File: config.mk
export PLATFORM = sky130hd
export DESIGN_NAME = exhaustive_sweep_sequencer
export DESIGN_NICKNAME = d
export VERILOG_FILES = /design/src/rtl/sweep_pkg.sv /design/src/rtl/misr_reg.sv /design/src/rtl/exhaustive_sweep_sequencer.sv
export SDC_FILE = /design/constraint.sdc
export NUM_CORES = 1
export LEC_CHECK = 0
export ABC_AREA = 1
export ABC_CLOCK_PERIOD_IN_PS = 1400
export BUFFER_PORTS_ARGS = -buffer_cell sky130_fd_sc_hd__clkbuf_2
export CAP_MARGIN = 10
export CORE_MARGIN = 5
export CORE_UTILIZATION = 48
export CTS_CLUSTER_SIZE = 28
export DETAILED_ROUTE_END_ITERATION = 8
export GPL_TIMING_DRIVEN = 0
export PLACE_DENSITY_LB_ADDON = 0.3
export SETUP_SLACK_MARGIN = 0.05
export SLEW_MARGIN = 40
export SYNTH_ARGS = -nofsm -noshare
export SYNTH_HDL_FRONTEND = slang
export SYNTH_SLANG_ARGS = --single-unit
export TNS_END_PERCENT = 1
File: constraint.sdc
create_clock -name CK -period 1.4 [get_ports CK]
set_input_delay 0.28 -clock CK [delete_from_list [all_inputs] [get_ports CK]]
set_output_delay 0.28 -clock CK [all_outputs]
set_load 0.02 [all_outputs]
File: src/rtl/sweep_pkg.sv
// Shared types and pure helpers for the exhaustive sweep sequencer:
// FSM state encoding, binary-to-Gray conversion and one MISR step.
package sweep_pkg;

  typedef enum logic [1:0] {
    IDLE,
    APPLY,
    EMIT,
    DONE
  } sweep_state_e;

  localparam int MAX_PAT_W = 32;
  localparam int MAX_SIG_W = 64;

  function automatic logic [MAX_PAT_W-1:0] gray_of(input logic [MAX_PAT_W-1:0] bin);
    return bin ^ (bin >> 1);
  endfunction

  // Callers zero-extend into the wide operands and truncate the result back;
  // msb selects which bit of sig is the feedback tap for the real width.
  function automatic logic [MAX_SIG_W-1:0] misr_next(
    input logic [MAX_SIG_W-1:0] sig,
    input logic [MAX_SIG_W-1:0] poly,
    input logic [MAX_SIG_W-1:0] data,
    input logic [5:0]           msb
  );
    logic [MAX_SIG_W-1:0] shifted;
    shifted = sig << 1;
    if (sig[msb]) begin
      shifted = shifted ^ poly;
    end
    return shifted ^ data;
  endfunction

endpackage

File: src/rtl/misr_reg.sv
// Multiple-input signature register: clear has priority over enable, and the
// signature only moves when enable is high.
module misr_reg
  import sweep_pkg::*;
#(
  parameter int               SIG_W    = 16,
  parameter logic [SIG_W-1:0] SIG_POLY = 16'h1021
) (
  input  logic             clk,
  input  logic             clear,
  input  logic             enable,
  input  logic [SIG_W-1:0] data_in,
  output logic [SIG_W-1:0] sig_out
);

  logic [SIG_W-1:0] sig_q;
  logic [SIG_W-1:0] sig_d;

  always_comb begin
    sig_d = sig_q;
    if (clear) begin
      sig_d = '0;
    end else if (enable) begin
      sig_d = SIG_W'(misr_next(MAX_SIG_W'(sig_q), MAX_SIG_W'(SIG_POLY),
                               MAX_SIG_W'(data_in), 6'(SIG_W - 1)));
    end
  end

  always_ff @(posedge clk) begin
    sig_q <= sig_d;
  end

  assign sig_out = sig_q;

endmodule

File: src/rtl/exhaustive_sweep_sequencer.sv
// Walks every N_W-bit pattern into a DUT, captures each response after a hold
// window, hands (pattern, response) records to a logger and folds them into a MISR.
module exhaustive_sweep_sequencer
  import sweep_pkg::*;
#(
  parameter int               N_W      = 2,
  parameter int               OUT_W    = 1,
  parameter int               HOLD_CYC = 1,
  parameter int               SIG_W    = 16,
  parameter logic [SIG_W-1:0] SIG_POLY = 16'h1021
) (
  input  logic             CK,
  input  logic             reset,
  input  logic             start,
  input  logic             gray_mode,
  output logic [N_W-1:0]   N,
  input  logic [OUT_W-1:0] resp_in,
  output logic             rec_valid,
  input  logic             rec_ready,
  output logic [N_W-1:0]   rec_pattern,
  output logic [OUT_W-1:0] rec_resp,
  output logic             busy,
  output logic             done,
  output logic [SIG_W-1:0] signature
);

  localparam int               HOLD_W    = (HOLD_CYC > 1) ? $clog2(HOLD_CYC) : 1;
  localparam logic [HOLD_W-1:0] HOLD_LAST = HOLD_W'(HOLD_CYC - 1);
  // One spare count bit keeps the last-pattern test from aliasing at N_W=1.
  localparam logic [N_W:0]     CNT_LAST  = {1'b0, {N_W{1'b1}}};

  sweep_state_e     state_q, state_d;
  logic [N_W:0]     cnt_q, cnt_d;
  logic [HOLD_W-1:0] hold_q, hold_d;
  logic             gray_q, gray_d;
  logic [N_W-1:0]   n_q, n_d;
  logic             rec_valid_q, rec_valid_d;
  logic [N_W-1:0]   rec_pattern_q, rec_pattern_d;
  logic [OUT_W-1:0] rec_resp_q, rec_resp_d;
  logic             busy_q, busy_d;
  logic             done_q, done_d;
  logic             start_accept;
  logic             rec_fire;

  function automatic logic [N_W-1:0] pattern_of(input logic [N_W:0] c, input logic g);
    logic [N_W-1:0] p;
    if (g) begin
      p = N_W'(gray_of(MAX_PAT_W'(c)));
    end else begin
      p = c[N_W-1:0];
    end
    return p;
  endfunction

  always_comb begin
    state_d       = state_q;
    cnt_d         = cnt_q;
    hold_d        = hold_q;
    gray_d        = gray_q;
    n_d           = n_q;
    rec_valid_d   = rec_valid_q;
    rec_pattern_d = rec_pattern_q;
    rec_resp_d    = rec_resp_q;
    busy_d        = busy_q;
    done_d        = done_q;
    start_accept  = 1'b0;
    rec_fire      = 1'b0;

    case (state_q)
      IDLE, DONE: begin
        if (start) begin
          start_accept = 1'b1;
          state_d      = APPLY;
          cnt_d        = '0;
          hold_d       = '0;
          gray_d       = gray_mode;
          n_d          = pattern_of('0, gray_mode);
          rec_valid_d  = 1'b0;
          busy_d       = 1'b1;
          done_d       = 1'b0;
        end
      end

      // The pattern has been on N since entry; sample only at the last hold clock
      // so a pipelined DUT has had time to settle.
      APPLY: begin
        if (hold_q == HOLD_LAST) begin
          hold_d        = '0;
          rec_resp_d    = resp_in;
          rec_pattern_d = n_q;
          rec_valid_d   = 1'b1;
          state_d       = EMIT;
        end else begin
          hold_d = hold_q + HOLD_W'(1);
        end
      end

      EMIT: begin
        if (rec_valid_q && rec_ready) begin
          rec_fire    = 1'b1;
          rec_valid_d = 1'b0;
          if (cnt_q == CNT_LAST) begin
            state_d = DONE;
            busy_d  = 1'b0;
            done_d  = 1'b1;
          end else begin
            cnt_d   = cnt_q + (N_W+1)'(1);
            n_d     = pattern_of(cnt_q + (N_W+1)'(1), gray_q);
            state_d = APPLY;
          end
        end
      end

      default: begin
        state_d = IDLE;
      end
    endcase
  end

  always_ff @(posedge CK) begin
    if (reset) begin
      state_q       <= IDLE;
      cnt_q         <= '0;
      hold_q        <= '0;
      gray_q        <= 1'b0;
      n_q           <= '0;
      rec_valid_q   <= 1'b0;
      rec_pattern_q <= '0;
      rec_resp_q    <= '0;
      busy_q        <= 1'b0;
      done_q        <= 1'b0;
    end else begin
      state_q       <= state_d;
      cnt_q         <= cnt_d;
      hold_q        <= hold_d;
      gray_q        <= gray_d;
      n_q           <= n_d;
      rec_valid_q   <= rec_valid_d;
      rec_pattern_q <= rec_pattern_d;
      rec_resp_q    <= rec_resp_d;
      busy_q        <= busy_d;
      done_q        <= done_d;
    end
  end

  // Signature restarts on every accepted start and advances once per accepted record.
  misr_reg #(
    .SIG_W    (SIG_W),
    .SIG_POLY (SIG_POLY)
  ) u_misr (
    .clk     (CK),
    .clear   (reset | start_accept),
    .enable  (rec_fire),
    .data_in (SIG_W'(rec_resp_q)),
    .sig_out (signature)
  );

  assign N           = n_q;
  assign rec_valid   = rec_valid_q;
  assign rec_pattern = rec_pattern_q;
  assign rec_resp    = rec_resp_q;
  assign busy        = busy_q;
  assign done        = done_q;

endmodule

==> key figures <==
Hold path
  • Hold wc startpoint: reset
  • Hold Path Class: primary input to flip-flop
  • WHS Endpoint: state_q[1]
  • Hold Crit Depth: 2

Finish
  • Ratio of cells with drive above 1 in the final layout: between 30% and 40%
  • Fin cells: between 200 and 300
  • N_diodes: 0
  • Area delta synth->final: 22.84%
  • Most frequent cells in the layout: 29 x inv_1, 29 x clkbuf_2, 26 x dfxtp_1
  • Final nets: roughly 240
  • Final Util: between 60% and 70%

Worst setup path
  • R2r setup slk: ~0.060 ns
  • Worst path cell trace: inv_2 -> ha_4 -> inv_2 -> nand2_2 -> nand2_4 -> nor2_8 -> nand2_1 -> nand2_1 -> nor2_1
  • Crit-path slowest cell: dfxtp_2
  • CP startpoint: state_q[0]
  • Delay of the slowest critical-path stage: 0.36 ns
  • Setup CP Type: flip-flop to flip-flop
  • Crit-path max FO: 8
  • Critical path required time: around 1.6 ns
  • Worst reg2reg startpoint: state_q[0]
  • Worst Reg2Reg Path Length in Cells: 9
  • Crit-path leading delay family: simple AND/OR/NAND/NOR gates
  • Crit path DAT: between 1.5 and 2 ns
  • FF-to-FF End: N[0]
  • Crit end category: flip-flop
  • Buf+Inv Stages, Crit Path: 2
  • Critical Path Start Type: flip-flop

Power
  • Pwr dens: 1343 nW/µm²
  • Leakage: about 0.00081 µW
  • Power, Total: 2314 µW
  • Worst vdd ir: roughly 0.9 mV

STA
  • Tcrit/Tclk final: a little over nine tenths
  • Slew headroom: about 85%
  • RSZ-0062 raised after global routing: yes
  • Post-route setup slack: ~0.06 ns
  • Final Hold Viols: 0
  • Max Freq: between 0.7 and 0.8 GHz
  • Period minus WS final: ~1.3 ns
  • Final Max Tran Viols: 0
  • Worst clock skew: 0.005563 ns
  • Worst-margin pin slew: roughly 0.23 ns
  • Final setup TNS: 0 ns
  • Final Setup Violations: 0

Routing
  • 1st-pass router iterations: 4
  • Initial drt markers: 30
  • Routed vias: about 1.2k
  • Via density: approximately 4.8
  • DR DRC count: 0
  • Drt total wl: roughly 2800 µm
  • DR WL/cell: around 11 µm
  • Routed Antenna Nets: 0

Placed design
  • Placer Congestion: 0.8200
  • IO buf count: 29
  • Placed cell count: between 200 and 250
  • Pre-CTS WS: -0.1651 ns
  • Detail Placement HPWL: approximately 2000 µm

Synthesis
  • Dominant cells by area after synthesis: dfxtp_1 43%, inv_1 8.6%, nand2_1 8.0%, ha_1 6.2%, nor2_1 6.2%
  • Yosys top cell by area: dfxtp_1
  • Synthesized flop and latch total: 30
  • Sequential area share after synthesis: 42.82%
  • Synth Net Count: 200
  • Synth Instances: between 150 and 200
  • Post-synth cell types: 20
  • Ys Warns: 0
  • Syn_area_per_cell: 7.501 µm²
  • Post-Synthesis Cell Area: between 1000 and 1500 µm²
  • Top cell type's share of synthesized area: 42.82%

Clocking
  • CTS tree: done
  • CTS buffer count: 5
  • Htree depth: 2
  • CTS Root Cell: clkbuf_4
  • CTS sink cnt: 30
  • Cts-stage hold buffer count: 0
  • Clock latency on the worst-skew pair: approximately 0.33 ns
  • CTS clock-pin slew for the worst setup and hold paths: approximately 0.090 ns
  • Max Root-Sink Buffers: 2

GRT
  • Largest net degree at the start of global routing: 11
  • Tot GR Track Use: between 10 and 15%
  • Vias in the first global route: around 1.1k
  • First-pass GRT wire length: between 4000 and 5000 µm
  • Initial antenna violation count: 0
  • Grt total ovfl: 0

Die
  • Starting Density: between 50% and 60%
  • Die Y: 64.06 µm
  • Die W: around 64 µm
  • I/O Pins: 30
  • Cell row count: 19
  • Die footprint: ~4100 µm²
  • Core footprint: roughly 2800 µm²

Job
  • Max-Cap Viols: 0

Status
  • Status: finished, final reports clean
-- power breakdown --
group	leakage [µW]	internal, µW	switching (µW)	total [µW]
combinational	0.000536	333	486	820
clock	0.0000308	180	285	465
sequential	0.000246	958	71.4	1030
-- worst register-to-register path, stage by stage, from the launching register on --
cell	delay, ns
dfxtp_2	0.36
inv_2	0.06
ha_4	0.29
inv_2	0.04
nand2_2	0.09
nand2_4	0.08
nor2_8	0.17
nand2_1	0.08
nand2_1	0.05
nor2_1	0.03
-- sequential cells by signal, summed over array words and instances (netlist names) --
signal and flops:
done 1, N 2, u_misr.sig_out 16, rec_pattern 2, gray_q 1, rec_resp 1, state_q 2, rec_valid 1
busy 1, cnt_q 3
-- Yosys cell counts (all sizes together) --
| cell | n |
|---|---|
| nand2 | 37 |
| nand3 | 6 |
| o21bai | 1 |
| dfxtp | 30 |
| nor2 | 25 |
| nor3 | 1 |
| a21oi | 17 |
| buf | 5 |
| xor2 | 3 |
| inv | 34 |
| o21ai | 21 |
| ha | 7 |
-- final cells by class --
class                      count  area, µm²
clock buffer                   5      37.54
sequential                    30      605.6
multi-input combinational    118      663.1
timing repair buffer          35      190.2
buffer                         5      50.05
inverter                      34      127.6
clock inverter                 2      10.01
fill                         270       1059
tap                           31      38.79
-- cells by family after synthesis --
family                     after synthesis  synth area share, %
AOI/OAI and AO/OA                       39                14.09
xor gates and xnor gates                 3                1.874
adders and majority gates                7                6.244
buffers and inverters                   39                12.22
DFF                                     30                42.82
and+or+nand+nor                         69                22.75
-- metal layers --
metal / share of wire (%) / vias to the layer above / GRT usage, % / wire, µm
met5: 0 / - / 0 / 0
met4: 2.8 / 0 / 9.610 / 78
met3: 5.3 / 8 / 4.553 / 149
met2: 49 / 21 / 23.99 / 1372
met1: 43 / 552 / 16.40 / 1227
li1: - / 664 / - / -
-- worst max-delay path by stage --
stage	cells past startpoint	slack (ns)	endpoint
finish	9	0.06	N[0]
global route	9	-0.009	cnt_q[2]
CTS	8	0.06	N[1]
detailed placement	8	-0.17	u_misr.sig_out[11]
global placement	8	-0.13	u_misr.sig_out[3]
floorplan	8	0.07	u_misr.sig_out[11]
-- repair_timing --
item                       in CTS  in global routing
pin swaps                       1                  5
gates cloned                    0                  1
resized for setup               7                 11
setup buffers                   1                  4
setup endpoints to repair      22                 22
-- metrics by stage --
stage               area, µm²  hold WS (ns)
floorplan                1403        0.3491
global route             1723        0.1304
CTS                      1672        0.1317
detailed placement       1587        0.4504
global placement         1587        0.4477
finish                   1723        0.1406
Note: power is estimated with default switching activity, not from simulation.
